[config.mk]
export PLATFORM = sky130hd
export DESIGN_NAME = progmem_loader
export DESIGN_NICKNAME = d
export VERILOG_FILES = /design/src/rtl/progmem_loader.sv
export SDC_FILE = /design/constraint.sdc
export NUM_CORES = 1
export LEC_CHECK = 0
export CORE_ASPECT_RATIO = 1.4
export CORE_MARGIN = 3
export CORE_UTILIZATION = 60
export DETAILED_ROUTE_END_ITERATION = 10
export PLACE_DENSITY = 0.85
export REMOVE_ABC_BUFFERS = 1
export SYNTH_ARGS = -nofsm -noshare
export SYNTH_HDL_FRONTEND = slang
export SYNTH_SLANG_ARGS = --single-unit
[constraint.sdc]
create_clock -name i_clk -period 4.8 [get_ports i_clk]
set_clock_uncertainty 0.15 [all_clocks]
set_input_delay 0.72 -clock i_clk [delete_from_list [all_inputs] [get_ports i_clk]]
set_output_delay 0.72 -clock i_clk [all_outputs]
set_load 0.02 [all_outputs]
[src/rtl/progmem_loader.sv]
// Boot-time program memory loader: parses a length/word/checksum byte frame,
// writes words into progmem from address 0 and holds the CPU until a clean load.
module progmem_loader #(
  parameter int unsigned MAX_WORDS = 512
) (
  input  logic        i_clk,
  input  logic        i_reset,
  input  logic        i_start,
  input  logic [7:0]  i_rx_data,
  input  logic        i_rx_valid,
  output logic        o_rx_ready,
  output logic [15:0] o_mem_addr,
  output logic [15:0] o_mem_din,
  output logic        o_mem_write_en,
  output logic        o_cpu_hold,
  output logic        o_busy,
  output logic        o_done,
  output logic [1:0]  o_error
);

  localparam int unsigned AW = 16;
  localparam int unsigned DW = 16;
  localparam int unsigned BW = 8;
  localparam int unsigned EW = 2;

  localparam logic [EW-1:0] ERR_NONE = 2'b00;
  localparam logic [EW-1:0] ERR_LEN  = 2'b01;
  localparam logic [EW-1:0] ERR_CSUM = 2'b10;

  typedef enum logic [3:0] {
    S_IDLE,
    S_LEN_HI,
    S_LEN_LO,
    S_DATA_HI,
    S_DATA_LO,
    S_WRITE,
    S_CSUM,
    S_DONE,
    S_ERR
  } state_t;

  state_t          r_state;
  logic            r_rx_ready;
  logic [AW-1:0]   r_mem_addr;
  logic [DW-1:0]   r_mem_din;
  logic            r_mem_write_en;
  logic            r_cpu_hold;
  logic            r_busy;
  logic            r_done;
  logic [EW-1:0]   r_error;
  logic [AW-1:0]   r_len;
  logic [AW-1:0]   r_idx;
  logic [BW-1:0]   r_sum;
  logic [BW-1:0]   r_word_hi;

  state_t          w_state_nxt;
  logic            w_accept;
  logic            w_start_ok;
  logic [AW-1:0]   w_len_full;
  logic [AW-1:0]   w_idx_inc;
  logic [BW-1:0]   w_sum_nxt;
  logic [EW-1:0]   w_error_nxt;
  logic            w_rx_ready_nxt;
  logic            w_busy_nxt;
  logic            w_done_nxt;
  logic            w_cpu_hold_nxt;

  // Next-state and next-output decode
  always_comb begin
    w_state_nxt    = r_state;
    w_accept       = i_rx_valid && r_rx_ready;
    w_start_ok     = 1'b0;
    w_len_full     = {r_len[AW-1:BW], i_rx_data};
    w_idx_inc      = r_idx + AW'(1);
    w_sum_nxt      = r_sum;
    w_error_nxt    = r_error;

    case (r_state)
      S_IDLE, S_DONE, S_ERR: begin
        if (i_start) begin
          w_start_ok  = 1'b1;
          w_state_nxt = S_LEN_HI;
          w_sum_nxt   = '0;
          w_error_nxt = ERR_NONE;
        end
      end
      S_LEN_HI: begin
        if (w_accept) begin
          w_state_nxt = S_LEN_LO;
          w_sum_nxt   = r_sum + i_rx_data;
        end
      end
      S_LEN_LO: begin
        if (w_accept) begin
          w_sum_nxt = r_sum + i_rx_data;
          if ((w_len_full == '0) || (w_len_full > AW'(MAX_WORDS))) begin
            w_state_nxt = S_ERR;
            w_error_nxt = ERR_LEN;
          end else begin
            w_state_nxt = S_DATA_HI;
          end
        end
      end
      S_DATA_HI: begin
        if (w_accept) begin
          w_state_nxt = S_DATA_LO;
          w_sum_nxt   = r_sum + i_rx_data;
        end
      end
      S_DATA_LO: begin
        if (w_accept) begin
          w_state_nxt = S_WRITE;
          w_sum_nxt   = r_sum + i_rx_data;
        end
      end
      S_WRITE: begin
        w_state_nxt = (w_idx_inc == r_len) ? S_CSUM : S_DATA_HI;
      end
      S_CSUM: begin
        // Checksum byte is compared, never folded into the sum
        if (w_accept) begin
          if (i_rx_data == r_sum) begin
            w_state_nxt = S_DONE;
          end else begin
            w_state_nxt = S_ERR;
            w_error_nxt = ERR_CSUM;
          end
        end
      end
      default: w_state_nxt = S_IDLE;
    endcase

    w_rx_ready_nxt = (w_state_nxt == S_LEN_HI)  || (w_state_nxt == S_LEN_LO) ||
                     (w_state_nxt == S_DATA_HI) || (w_state_nxt == S_DATA_LO) ||
                     (w_state_nxt == S_CSUM);
    w_busy_nxt     = !((w_state_nxt == S_IDLE) || (w_state_nxt == S_DONE) ||
                       (w_state_nxt == S_ERR));
    w_done_nxt     = (w_state_nxt == S_DONE);
    w_cpu_hold_nxt = (w_state_nxt != S_DONE);
  end

  // State, datapath and registered outputs
  always_ff @(posedge i_clk) begin
    if (i_reset) begin
      r_state        <= S_IDLE;
      r_rx_ready     <= 1'b0;
      r_mem_addr     <= '0;
      r_mem_din      <= '0;
      r_mem_write_en <= 1'b0;
      r_cpu_hold     <= 1'b1;
      r_busy         <= 1'b0;
      r_done         <= 1'b0;
      r_error        <= ERR_NONE;
      r_len          <= '0;
      r_idx          <= '0;
      r_sum          <= '0;
      r_word_hi      <= '0;
    end else begin
      r_state        <= w_state_nxt;
      r_rx_ready     <= w_rx_ready_nxt;
      r_busy         <= w_busy_nxt;
      r_done         <= w_done_nxt;
      r_cpu_hold     <= w_cpu_hold_nxt;
      r_error        <= w_error_nxt;
      r_sum          <= w_sum_nxt;
      r_mem_write_en <= (w_state_nxt == S_WRITE);

      if (w_start_ok) begin
        r_idx <= '0;
      end else if (r_state == S_WRITE) begin
        r_idx <= w_idx_inc;
      end

      if (w_accept && (r_state == S_LEN_HI)) begin
        r_len[AW-1:BW] <= i_rx_data;
      end
      if (w_accept && (r_state == S_LEN_LO)) begin
        r_len <= w_len_full;
      end
      if (w_accept && (r_state == S_DATA_HI)) begin
        r_word_hi <= i_rx_data;
      end
      // Address/data are presented together with the strobe in WRITE
      if (w_accept && (r_state == S_DATA_LO)) begin
        r_mem_addr <= r_idx;
        r_mem_din  <= {r_word_hi, i_rx_data};
      end
    end
  end

  assign o_rx_ready     = r_rx_ready;
  assign o_mem_addr     = r_mem_addr;
  assign o_mem_din      = r_mem_din;
  assign o_mem_write_en = r_mem_write_en;
  assign o_cpu_hold     = r_cpu_hold;
  assign o_busy         = r_busy;
  assign o_done         = r_done;
  assign o_error        = r_error;

endmodule

---- Word-level counts from Yosys, hierarchy flattened ----
Index checks and enable logic that the tools add are counted.
operators by class
  bitwise operators ....................... 1
  add/subtract/negate cells ............... 2
  muxes and demuxes ....................... 21
  magnitude comparators ................... 1
  reductions and logical operators ........ 24
  equal/unequal tests ..................... 25
operator list
  operator                                               count
  == test 4 x 3 -> 1 bit (second input constant)         8
  2-to-1 mux 4 bit                                       8
  one-hot mux 4 bit (7 select lines)                     1
  adder 16 x 1 -> 16 bit (second input constant)         1
  == test 16 bit                                         1
  == test 4 x 2 -> 1 bit (second input constant)         4
  > comparator 16 x 10 -> 1 bit (second input constant)  1
  zero test 16 bit                                       1
  2-to-1 mux 8 bit                                       2
  one-hot mux 8 bit (2 select lines)                     1
  2-to-1 mux 2 bit                                       5
  != test 2 bit (second input constant)                  5
  adder 8 bit                                            1
  == test 4 x 1 -> 1 bit (second input constant)         2
  == test 4 bit (second input constant)                  2
  == test 8 bit                                          1
  zero test 4 bit                                        2
  logical OR 1 bit                                       7
  one-hot mux 2 bit (3 select lines)                     1
  AND reduction 6 bit                                    1
  logical AND 1 bit                                      5
  != test 4 x 3 -> 1 bit (second input constant)         1
  OR reduction 4 bit                                     1
  2-to-1 mux 3 bit                                       1
  10 further kinds                                       11
storage, ports and cells
  output and inout bits ................... 39
  input bits .............................. 12
  register bits ........................... 91

---- Logic depth before layout (Yosys ltp) ----
Gate-level depths: netlist of the first run.
  depth in word-level cells ............... 10
  depth in mapped cells ................... 11
  mapped depth without buffers ............ 11

---- Worst setup path before layout of the first run ----
No wires, ideal clock.
  kind .................................... input-to-reg
  start ................................... input i_rx_data[7]
  end ..................................... register r_done (netlist: o_done)
  data required time ...................... 4535 ps
  data arrival time ....................... 2504 ps
  path slack .............................. 2031 ps
  setup time .............................. 115 ps
  stages on the path ...................... 9
  buffers on the path ..................... 1
  cell sequence ........................... clkbuf_1 nor4_1 nand4_1 a41o_1 a21oi_1 nor2_1 a211oi_1 o21ai_0 and3_1
between the ends
  cells in the longest elaborated chain, start to end .. 6
  elaborated cells on any way between the ends .. 10
  those cells by class .................... order compare: 1; eq/ne: 2; mux: 5; reduce/logical: 2
ends and longest elaborated chain
  element                                                            RTL line  RTL
  start: declaration                                                 9         input logic [7:0] i_rx_data,
  > comparator 16 x 10 -> 1 bit or zero test 16 bit (tied branches)  96        if ((w_len_full == '0) || (w_len_full > AW'(MAX_WORDS))) begin
  logical OR 1 bit                                                   96
  2-to-1 mux 4 bit                                                   96
  2-to-1 mux 4 bit                                                   94        if (w_accept) begin
  one-hot mux 4 bit (7 select lines) *                               78        case (r_state)
  == test 4 x 3 -> 1 bit *                                           138       w_done_nxt = (w_state_nxt == S_DONE);
  end signal: assignment                                             162       r_done <= w_done_nxt;
  end: declaration                                                   49        logic r_done;
Mark *: on every way between the ends. The rest lies on a longest branch, timed or not.
A chain may end at the register's enable or synchronous reset.

---- Final worst setup path of the first run ----
  start ................................... input i_rx_data[3]
  end ..................................... register r_done (netlist: o_done)
Same word-level chain as after synthesis.

==> results of run 1 <==
[kinds of logic (layout without fill, tap and decap cells)]
logic type      after synthesis  in the layout  synth area share [%]
simple gates                246            246                  25.5
compound gates              102            102                  13.5
flops                        91             91                  41.2
buf+inv                      47             78                  4.73
xor+xnor                     44             44                  8.72
mux                          16             16                  3.62
fa+ha+maj                     9              9                  2.72
[Yosys cell counts, types with 2 or more instances]
master and number:
and2_1 4, nor2b_1 5, ha_1 8, a31oi_1 6
nand3_1 21, nor4_1 9, nand2b_1 7, xnor2_1 29
xor2_1 15, o22ai_1 2, o21a_1 5, buf_4 8
nand4_1 8, o21ai_0 10, and3_1 2, dfxtp_1 91
clkbuf_1 28, a21oi_1 60, nor2_1 68, inv_1 8
or3_1 3, buf_2 2, mux2i_1 16, a21o_1 5
nand2_1 97, o31a_1 4, nor3_1 11
[metal layers]
metal | global-route usage (%) | vias up
li1 | - | 1929
met1 | 29.9 | 1848
met2 | 47.4 | 107
met3 | 4.77 | 32
met4 | 13.8 | 0
met5 | 0 | -
[state kept, by name, summed over array words and instances (netlist names)]
register,flops
o_rx_ready,1
r_state,4
r_sum,8
o_busy,1
o_mem_write_en,1
r_len,16
o_error,2
o_mem_addr,16
o_mem_din,16
r_idx,16
r_word_hi,8
o_done,1
o_cpu_hold,1
[per-stage QoR]
| step | total power [mW] | utilization [%] | hold slack, ns | area [um^2] | worst slack (ns) |
|---|---|---|---|---|---|
| 5_1_grt | 1.53 | 72.4 | 0.323 | 5120 | 1.32 |
| 3_5_place_dp | 0.911 | 69.2 | 0.297 | 4890 | 1.14 |
| 4_1_cts | 1.48 | 72.4 | 0.309 | 5120 | 1.50 |
| 2_1_floorplan | 0.859 | - | 0.275 | 4240 | 1.74 |
| 3_3_place_gp | 0.908 | 69.2 | 0.290 | 4890 | 1.29 |
| 6_report | 1.48 | 72.4 | 0.310 | 5120 | 1.51 |
[how the worst max path moves through the flow]
| stage | to | slack (ns) | depth (start not counted) |
|---|---|---|---|
| 2_1_floorplan | o_busy | 1.74 | 5 |
| 3_5_place_dp | o_done | 1.14 | 10 |
| 4_1_cts | o_done | 1.50 | 9 |
| 6_report | o_done | 1.51 | 10 |
| 3_3_place_gp | o_done | 1.29 | 10 |
| 5_1_grt | o_done | 1.32 | 9 |
[layout make-up]
| class | instances | area, um^2 | area share [%] |
|---|---|---|---|
| Inverter | 8 | 30.0 | 0.587 |
| Clock inverter | 5 | 85.1 | 1.66 |
| Tap cell | 95 | 119 | 2.32 |
| Multi-Input combinational cell | 417 | 2400 | 46.8 |
| Sequential cell | 91 | 1820 | 35.6 |
| Timing Repair Buffer | 54 | 526 | 10.3 |
| Clock buffer | 11 | 141 | 2.76 |
[power by group]
group	internal (mW)	switching, mW	leakage, nW
sequential	0.763	0.0102	0.734
combinational	0.0456	0.0760	0.928
clock	0.310	0.272	0.110
[worst max-delay path, cell delays in order]
cell and delay (ns):
clkdlybuf4s50_1 0.57, ha_1 0.42, nor3_1 0.07, a31oi_1 0.36
nor2_1 0.10, a21oi_1 0.19, nor2_1 0.06, a211oi_1 0.40
o21ai_0 0.24, and3_1 0.26
==> flow_summary.ini, run 1 <==
[finish]
layout.nets = 602
layoutNonFillerInstCount = 681
antenna_cells = 0
drive_above_1_share_pct = 5.12
final.fill_count = 562
final_common_cell = nand2_1
syn_to_final_growth_pct = 15.8
layout_common_cells = nand2_1, dfxtp_1, nor2_1, a21oi_1, clkdlybuf4s50_1

[min_path]
min_from = r_sum[0]
hold_end = r_sum[0]
worst_hold_path_type = flop to flop
min_path_cells = 2

[clock_network]
cts_tree = done
clock_path_buffers = 2
clk_latency_ns = 0.36
cts.clk_slew.worst_paths_ns = 0.09
cts_hold_buf = 0
cts_inserted_buffers = 9
cts_sinks = 91
cts_setup_buffers = 0
cts_root_buffer = clkbuf_8
cts-resized-gates = 0
h-tree-depth = 3

[global_routing]
overflow = 0
grt_pass1_vias = 3849
grt_max_degree = 52
grt_pass1_wl_mm = 17.8
grt.total_usage_pct = 26.6
grt_antenna_before_repair = 0

[route]
met2WireLength_mm = 5.52
drc = 0
ant_nets = 0
drt-pass1-iter-count = 4
met1_length_mm = 4.20
vias_per_cell = 5.75
wl_mm = 10.5
vias = 3916
routed.top_layer = met4
wl_met3_um = 464
wl_per_cell_um = 15.4
drt_iter0_drc = 246

[synth]
synth_area_um2 = 4420
yosys_warnings = 0
synth_ff_type = dfxtp_1
avgSynthCellArea_um2 = 7.96
synth_edf_count = 0
async_flop_share_pct = 0
synth_seq_area_share_pct = 41.2
synth_top_area_cell = dfxtp_1
syn_inst = 555
synth-seq-cells = 91
ys_types = 50
yosysTopAreaCellShare_pct = 41.2
synth.top_cells.by_area = dfxtp_1, nand2_1, a21oi_1, nor2_1, xnor2_1

[critical_path]
critPathMaxFanout = 6
worstPathArrival_ns = 3.40
endpoint_kind = flop
critPathKind = input port to flop
r2r_cells = 9
reg2reg_setup_slack_ns = 1.51
r2r_end = o_done
required_ns = 4.91
cp-start-kind = input port
reg2reg_from = r_idx[0]
crit_start = i_rx_data[3]

[sta]
period_minus_slack_ns = 3.29
tightestPinTransition_ns = 1.14
finalSetupViolations = 0
rsz0062_at_grt = no
finalSetupTns_ns = 0
post-route-period-util_pct = 68.4
finalMaxSlewViolations = 0
slew_headroom_pct = 23.6
max_freq_mhz = 304
hold_violations = 0

[power_and_ir_drop]
p_per_area_nw_per_um2 = 289
vdd_drop_max_mv = 0.219
leakage_nw = 1.77

[placement]
io_buffer_count = 50
hpwl_mm = 7.49
gp_congestion = 0.933
dp_cells = 665

[floorplan]
start_util_pct = 62.5
die_h_um = 108
die_area_um2 = 8450
die_width_um = 78.5
ios = 51
fp.coreArea_um2 = 7070
rows = 36

[flow_run]
drv_cap = 0

[outcome]
outcome = finished, final reports clean
Note: power is estimated with default switching activity, not from simulation.
==> run 2, diff against run 1 <==
CORE_UTILIZATION = 51   (was 60)
PLACE_DENSITY = 0.77   (was 0.85)
clock period = 3 ns   (was 4.8 ns; I/O delays follow)
==> flow_summary.ini, run 2 (same netlist as run 1, synthesis figures left out) <==
[outcome]
outcome = finished, final reports clean

[floorplan]
fp.coreArea_um2 = 8300
start_util_pct = 53.3
ios = 51
die_area_um2 = 9840
die_h_um = 116
die_width_um = 84.7
rows = 39

[placement]
io_buffer_count = 50
hpwl_mm = 8.13
post-place-ws_ns = -0.0994
dpl_cell_area_um2 = 5200
gp_congestion = 0.877

[critical_path]
worstPathArrival_ns = 2.92
reg2reg_from = r_idx[7]
required_ns = 3.08
reg2reg_setup_slack_ns = 0.16
r2r_cells = 8
crit_start = r_idx[7]
endpoint_kind = flop
critPathMaxFanout = 6
cp-start-kind = flop
r2r_end = o_busy
critPathKind = flop to flop

[clock_network]
cts_sinks = 91
h-tree-depth = 3
clock_path_buffers = 2
cts_tree = done
clk_latency_ns = 0.34
cts_inserted_buffers = 9
cts.clk_slew.worst_paths_ns = 0.06
cts_root_buffer = clkbuf_16

[finish]
final_design_area_no_fill_um2 = 5500
layout_common_cells = nand2_1, dfxtp_1, nor2_1, a21oi_1, clkdlybuf4s50_1
antenna_cells = 0
layout.nets = 642
drive_above_1_share_pct = 11.3
syn_to_final_growth_pct = 24.5
final_common_cell = nand2_1

[global_routing]
grt_pass1_vias = 3912
grt_max_degree = 30
grt_antenna_before_repair = 0
overflow = 0
grt_pass1_wl_mm = 18.1
grt.total_usage_pct = 22.8

[sta]
max_freq_mhz = 352
post-route-period-util_pct = 94.7
hold_violations = 0
finalMaxSlewViolations = 0
slew_headroom_pct = 59.0
tightestPinTransition_ns = 0.615
finalSetupViolations = 0
setup_ws_ns = 0.159
period_minus_slack_ns = 2.84
rsz0062_at_grt = no

[min_path]
hold_end = o_mem_addr[6]
min_path_cells = 2
worst_hold_path_type = flop to flop
min_from = o_mem_addr[6]

[route]
drt-pass1-iter-count = 5
wl_mm = 10.9
drt_iter0_drc = 179
ant_nets = 0
wl_per_cell_um = 14.9
drc = 0
vias = 4040
vias_per_cell = 5.55

[power_and_ir_drop]
p_per_area_nw_per_um2 = 469
leakage_nw = 1.99
vdd_drop_max_mv = 0.399

[flow_run]
drv_cap = 0
## run 2: cell count changes in the layout (fill, tap and decap cells not counted), sizes merged
| cell | previous run | this run |
|---|---|---|
| bufinv | 2 | 1 |
| clkinvlp | 1 | 3 |
| buf | 5 | 45 |
| clkbuf | 11 | 10 |
| clkinv | 1 | 2 |
| inv | 9 | 8 |
## run 2: per-stage QoR
stage	hold WS, ns	power, mW	util, %	setup TNS, ns	instances
after detailed placement	0.297	1.49	62.7	-0.227	712
final	0.302	2.58	66.3	0	728
after global placement	0.287	1.48	62.7	0	712
after floorplan	0.275	1.37	-	0	516
after global routing	0.325	2.67	66.3	0	728
after CTS	0.304	2.61	66.3	0	728
## run 2: final cells by class
| cell class | count | area [um^2] |
|---|---|---|
| clock buffers | 10 | 229 |
| clock inverters | 6 | 66.3 |
| inverters | 8 | 30.0 |
| well taps | 102 | 128 |
| multi-input cells | 417 | 2400 |
| flip-flops and latches | 91 | 1820 |
| fillers | 697 | 2790 |
| repair buffers | 94 | 826 |
## run 2: worst max path at each step
stage                        end  slack (ns)  cells after the start
after detailed placement  o_done        -0.1                      9
after CTS                 o_done        0.16                     10
after global placement    o_done        0.02                     10
after floorplan           o_busy        0.17                      5
after global routing      o_done        0.04                     10
final                     o_busy        0.16                      8
## run 2: metal layers
metal / share of wire, % / routed length, um / GRT usage, % / vias to the layer above
met5: 0 / 0 / 0 / -
met4: 2.0 / 212 / 8.55 / 0
met3: 3.0 / 330 / 3.67 / 18
met2: 54 / 5880 / 43.1 / 91
met1: 41 / 4430 / 25.6 / 1917
li1: - / - / - / 2014
## run 2: what timing repair did
| action | in CTS | in global routing |
|---|---|---|
| endpoints found under the setup margin | 0 | 1 |
| hold buffers | 0 | 0 |
| setup buffers | 0 | 0 |
| resized for setup | 0 | 1 |
## run 2: where the power goes
group	total, mW	internal (mW)	switching [mW]
registers	1.24	1.22	0.0153
clock network	1.12	0.645	0.473
logic	0.223	0.0944	0.129
## run 2: worst max-delay path, stage by stage (launching register included)
cell     delay [ns]
dfxtp_1        0.48
nand4_2        0.17
nor4_2         0.46
nand4_1        0.16
o22ai_1        0.20
a21oi_1        0.10
or3_1          0.41
o31a_1         0.33
o31a_1         0.28
==> patch 1: new RTL, config.mk and constraints of run 1 <==
`r_sum` no longer has a reset.
--- a/src/rtl/progmem_loader.sv
+++ b/src/rtl/progmem_loader.sv
@@ -155,3 +155,2 @@
       r_idx          <= '0;
-      r_sum          <= '0;
       r_word_hi      <= '0;
@@ -164,3 +163,2 @@
       r_error        <= w_error_nxt;
-      r_sum          <= w_sum_nxt;
       r_mem_write_en <= (w_state_nxt == S_WRITE);
@@ -188,2 +186,6 @@
     end
+  end
+
+  always_ff @(posedge i_clk) begin
+    r_sum <= w_sum_nxt;
   end
Check against the original RTL: no difference found for any inputs over 10 cycles, from zero or initial values and one cycle with i_reset high; that may be too few to reach the edited logic, so the function may still have changed.
==> patch 1 against run 1 <==
Wire length down 3.9%. Highest routed layer unchanged. Synthesized area down 0.62%. Total power up 13%. Setup slack better by 0.27 ns. Design area about the same. Final cell count down 2.5%. Combinational power up 90%. Largest power group unchanged. Sequential cell count unchanged. Critical path depth down 2. Fmax up 8.8%.
==> patch 1: results (changes against run 1) <==
Critical path
  – Crit-path max FO: 7 (+1)

Run status
  – Outcome: complete, no violations

Synth
  – Yosys Warn Count: 0 (unchanged)
  – Ranking of synthesized cells by area: dfxtp_1 (38%), nand2_1 (8.9%), a21oi_1 (7.3%)
  – Ys async rst share: 0 (unchanged)
  – EDFF count, synth: 8 (+8)
  – Post-synth top cells: nand2_1 (104), dfxtp_1 (83), a21oi_1 (64)
  – Post-synthesis sequential area ratio: 0.433 (+0.0208)
  – Yosys cell types: 55 (+10%)

CTS
  – Total clock buffers created by CTS: 9 (unchanged)
  – Insertion delay to the later sink of the worst-skew pair: around 0.37 ns
  – Post-CTS setup buffer count: 0 (unchanged)
  – # H-tree levels: 3 (unchanged)
  – Clk root buf: clkbuf_8
  – PostCTS Resize Cnt: 0 (unchanged)
  – Clock transition at the registers of the reported paths: 0.09 ns (about the same)

Global routing
  – Largest net degree at the start of global routing: 47 (-9.6%)
  – Initial antenna violation count: 0 (unchanged)
  – Vias in the first global route: 3726 (-3.2%)
  – Total GRT Usage: 0.257 (-0.00905)
  – First-pass GRT wire length: 17100 um (-4.2%)

Finish
  – Diode count: 0 (unchanged)
  – Fillers: 577 (+2.7%)
  – Fin nets: 585 (-2.8%)
  – Fraction of layout cells with a size suffix above 1: 0.0492 (-0.00199)

Place
  – Area of placed instances: 0.00488 mm2 (-0.18%)
  – Setup slack at placement: 1.40 ns (+0.263 ns)
  – Detailed Place HPWL: 7130 um (-4.8%)
  – I/O Buffers: 50 (unchanged)
  – GP Congestion: 0.962 (+3.2%)

Routing
  – DR WL/cell: 15.2 um (-1.5%)
  – Via-to-Cell Ratio: 5.90 (+2.6%)
  – First DRT Iteration DRCs: 233 (-5.3%)
  – First drt pass iteration count: 5 (+1)

Pwr
  – Pleak: 1.67 nW (-5.6%)
  – VDD IR-drop max: 0.242 mV (+10%)

Timing
  – Slew headroom: 0.183 (-0.0527)

Hold path
  – HP Class: flip-flop to flip-flop
## patch 1: cell types whose count changed after synthesis, sizes merged, moves of 6 or more
cell	delta
clkbuf	-7
nand2	+7
dfxtp	-8
inv	+6
nand3	+7
mux2i	-7
nand2b	-6
nor2	-32
edfxtp	+8
## patch 1: path summary, 6_finish.rpt
kind	from	endpoint	slack (ns)	cells past startpoint
setup / recovery	i_rx_data[1]	o_cpu_hold	1.78	8
hold reg to reg	o_mem_addr[12]	o_mem_addr[12]	0.31	2
hold / removal	o_mem_addr[12]	o_mem_addr[12]	0.31	2
setup reg to reg	r_state[0]	r_idx[15]	1.95	6
## patch 1: where the power goes
part           total, mW  internal (mW)  switching [mW]
clock network      0.620          0.350           0.269
registers          0.817          0.796          0.0210
logic              0.232         0.0897           0.142
## patch 1: kinds of logic after synthesis
kind of cell	share of synthesized area
adder cells (fa/ha/maj)	0.0273
AND/OR/NAND/NOR	0.252
buffers and inverters	0.0444
multiplexers	0.0205
XOR/XNOR	0.0817
AO/OA/AOI/OAI	0.141
flip-flops	0.433
## patch 1: stage by stage
step	cells	total power, mW	utilization
final	664	1.67	0.729
after global placement	648	1.06	0.695
after global routing	664	1.74	0.729
after detailed placement	648	1.06	0.695
after floorplan	501	0.984	-
after CTS	664	1.68	0.729
## patch 1: worst max-delay path, stage by stage
cell and delay [ns]:
clkdlybuf4s50_1 0.64, ha_1 0.31, nor4_1 0.32, nand3_1 0.21, a31oi_1 0.36, a21oi_1 0.17, nor4_2 0.33, inv_1 0.06
## patch 1: layout make-up
type | count | area share
clock buffers | 11 | 0.0256
flip-flops and latches | 91 | 0.371
inverters | 15 | 0.0110
repair buffers | 52 | 0.0997
multi-input cells | 395 | 0.448
well taps | 95 | 0.0232
clock inverters | 5 | 0.0210
## patch 1: per-layer routing
| layer | share of wire | up-vias | track usage |
|---|---|---|---|
| li1 | - | 1895 | - |
| met1 | 0.39 | 1848 | 0.286 |
| met2 | 0.53 | 145 | 0.453 |
| met3 | 0.051 | 30 | 0.0639 |
| met4 | 0.031 | 0 | 0.128 |
| met5 | 0 | - | 0 |
==> patch 2: new RTL, flow settings as in run 1 <==
Made on the original files. The parameter `MAX_WORDS` goes from 512 to 256.
--- a/src/rtl/progmem_loader.sv
+++ b/src/rtl/progmem_loader.sv
@@ -3,3 +3,3 @@
 module progmem_loader #(
-  parameter int unsigned MAX_WORDS = 512
+  parameter int unsigned MAX_WORDS = 256
 ) (
Function: changed (a bounded check fails within 4 cycles, from zero or initial values and one cycle with i_reset high).
==> patch 2 against run 1 <==
Design area rose by 2.7%. Count of clock-buffer cells in the layout fell by 1. Highest routed layer unchanged. Non-clock buffer count rose by 1. Critical path type unchanged. Clock power barely moved. Sequential cell count did not move. Critical endpoint is now o_mem_write_en. Setup slack improved by 0.19 ns. Synthesized area rose by 4.5%. Sequential power barely moved. Total power fell by 0.60%. Fmax rose by 6.1%. Wire length rose by 6.2%. Via count rose by 4.5%. Sequential share of layout area fell by 0.92 points.
==> patch 2: results (changes against run 1) <==
CTS
  – # H-tree levels: 3 (unchanged)
  – Post-CTS setup buffer count: 0 (unchanged)
  – Total clock buffers created by CTS: 9 (unchanged)
  – Insertion delay to the later sink of the worst-skew pair: between 0.3 and 0.4 ns
  – PostCTS Resize Cnt: 0 (unchanged)
  – Longest Clk Path Bufs: 2 (unchanged)
  – Clock transition at the registers of the reported paths: 0.09 ns (about the same)

Global routing
  – Initial antenna violation count: 0 (unchanged)
  – Met3 global-route usage: 0.0352 (-0.0125)
  – Met2 Use GR: 0.489 (+0.0149)
  – GRT met1 Usage: 0.271 (-0.0278)
  – First-pass GRT wire length: 17700 um (-0.51%)
  – Total GRT Usage: 0.260 (-0.00649)
  – Vias in the first global route: 3787 (-1.6%)
  – Largest net degree at the start of global routing: 51 (-1.9%)

Synth
  – Ranking of synthesized cells by area: dfxtp_1 (39%), nand2_1 (7.9%), a21oi_1 (6.2%)
  – Post-synth top cells: nand2_1 (97), dfxtp_1 (91), a21oi_1 (57)
  – Yosys cell types: 68 (+36%)
  – Ys async rst share: 0 (unchanged)
  – Post-synthesis sequential area ratio: 0.394 (-0.0179)
  – Yosys Warn Count: 0 (unchanged)

Critical path
  – CP Data Arrival Time: 3.19 ns (-0.21 ns)
  – Crit-path max FO: 6 (unchanged)

Timing
  – Worst Tran Pin Value: 0.941 ns (-0.203 ns)

Pwr
  – Pleak: 1.79 nW (+0.91%)
  – VDD IR-drop max: 0.204 mV (-6.8%)

Routing
  – Total number of vias: 4092 (+4.5%)
  – Detailed Route WL: 11100 um (+6.2%)
  – First DRT Iteration DRCs: 177 (-28%)
  – First drt pass iteration count: 5 (+1)

Run status
  – Outcome: complete, no violations

Finish
  – Fraction of layout cells with a size suffix above 1: 0.0707 (+0.0195)
  – Diode count: 0 (unchanged)
  – Fin nets: 610 (+1.3%)

Place
  – Detailed Place HPWL: 8260 um (+10%)
  – I/O Buffers: 50 (unchanged)
  – GP Congestion: 0.958 (+2.7%)
-- patch 2: metal layers --
layer  vias up  part of all wire
met5         -                 0
met4         0             0.039
met3        32             0.041
met2       114              0.54
met1      1939              0.38
li1       2007                 -
-- patch 2: critical path, cell delays in order --
cell and delay, ns:
clkdlybuf4s50_1 0.57, ha_1 0.43, nor4_1 0.30, a41oi_1 0.19, and2b_2 0.28, a21oi_1 0.06
o21a_2 0.27, a2111oi_0 0.36
-- patch 2: per-stage QoR --
| stage | cells | setup slack, ns | cell area, um2 |
|---|---|---|---|
| 2_1_floorplan | 523 | 2.15 | 4380 |
| 3_3_place_gp | 675 | 1.41 | 5030 |
| 3_5_place_dp | 675 | 1.35 | 5030 |
| 4_1_cts | 691 | 1.72 | 5260 |
| 5_1_grt | 691 | 1.54 | 5260 |
| 6_report | 691 | 1.70 | 5260 |
-- patch 2: final timing paths --
path | from | to | slack, ns | cells past startpoint
max reg2reg | r_idx[0] | r_state[0] | 1.85 | 8
min | o_mem_addr[9] | o_mem_addr[9] | 0.31 | 2
min reg2reg | o_mem_addr[9] | o_mem_addr[9] | 0.31 | 2
max | i_rx_data[5] | o_mem_write_en | 1.70 | 8
-- patch 2: area by class of cell --
class,instances,area (um2)
Multi-Input combinational cell,423,2520
Sequential cell,91,1820
Fill cell,601,2150
Tap cell,97,121
Clock inverter,6,96.3
Clock buffer,10,128
Timing Repair Buffer,55,533
Inverter,9,33.8
-- patch 2: logic make-up after synthesis --
kind of cell,synth area share
XOR/XNOR,0.0680
multiplexers,0.0368
AO/OA/AOI/OAI,0.139
adder cells (fa/ha/maj),0.0260
AND/OR/NAND/NOR,0.276
flip-flops,0.394
buffers and inverters,0.0601
-- patch 2: where the power goes --
part           internal (mW)  leakage [nW]  total, mW  switching (mW)
combinational         0.0417         0.945      0.114          0.0719
clock                  0.300         0.109      0.583           0.283
sequential             0.762         0.734      0.772          0.0103
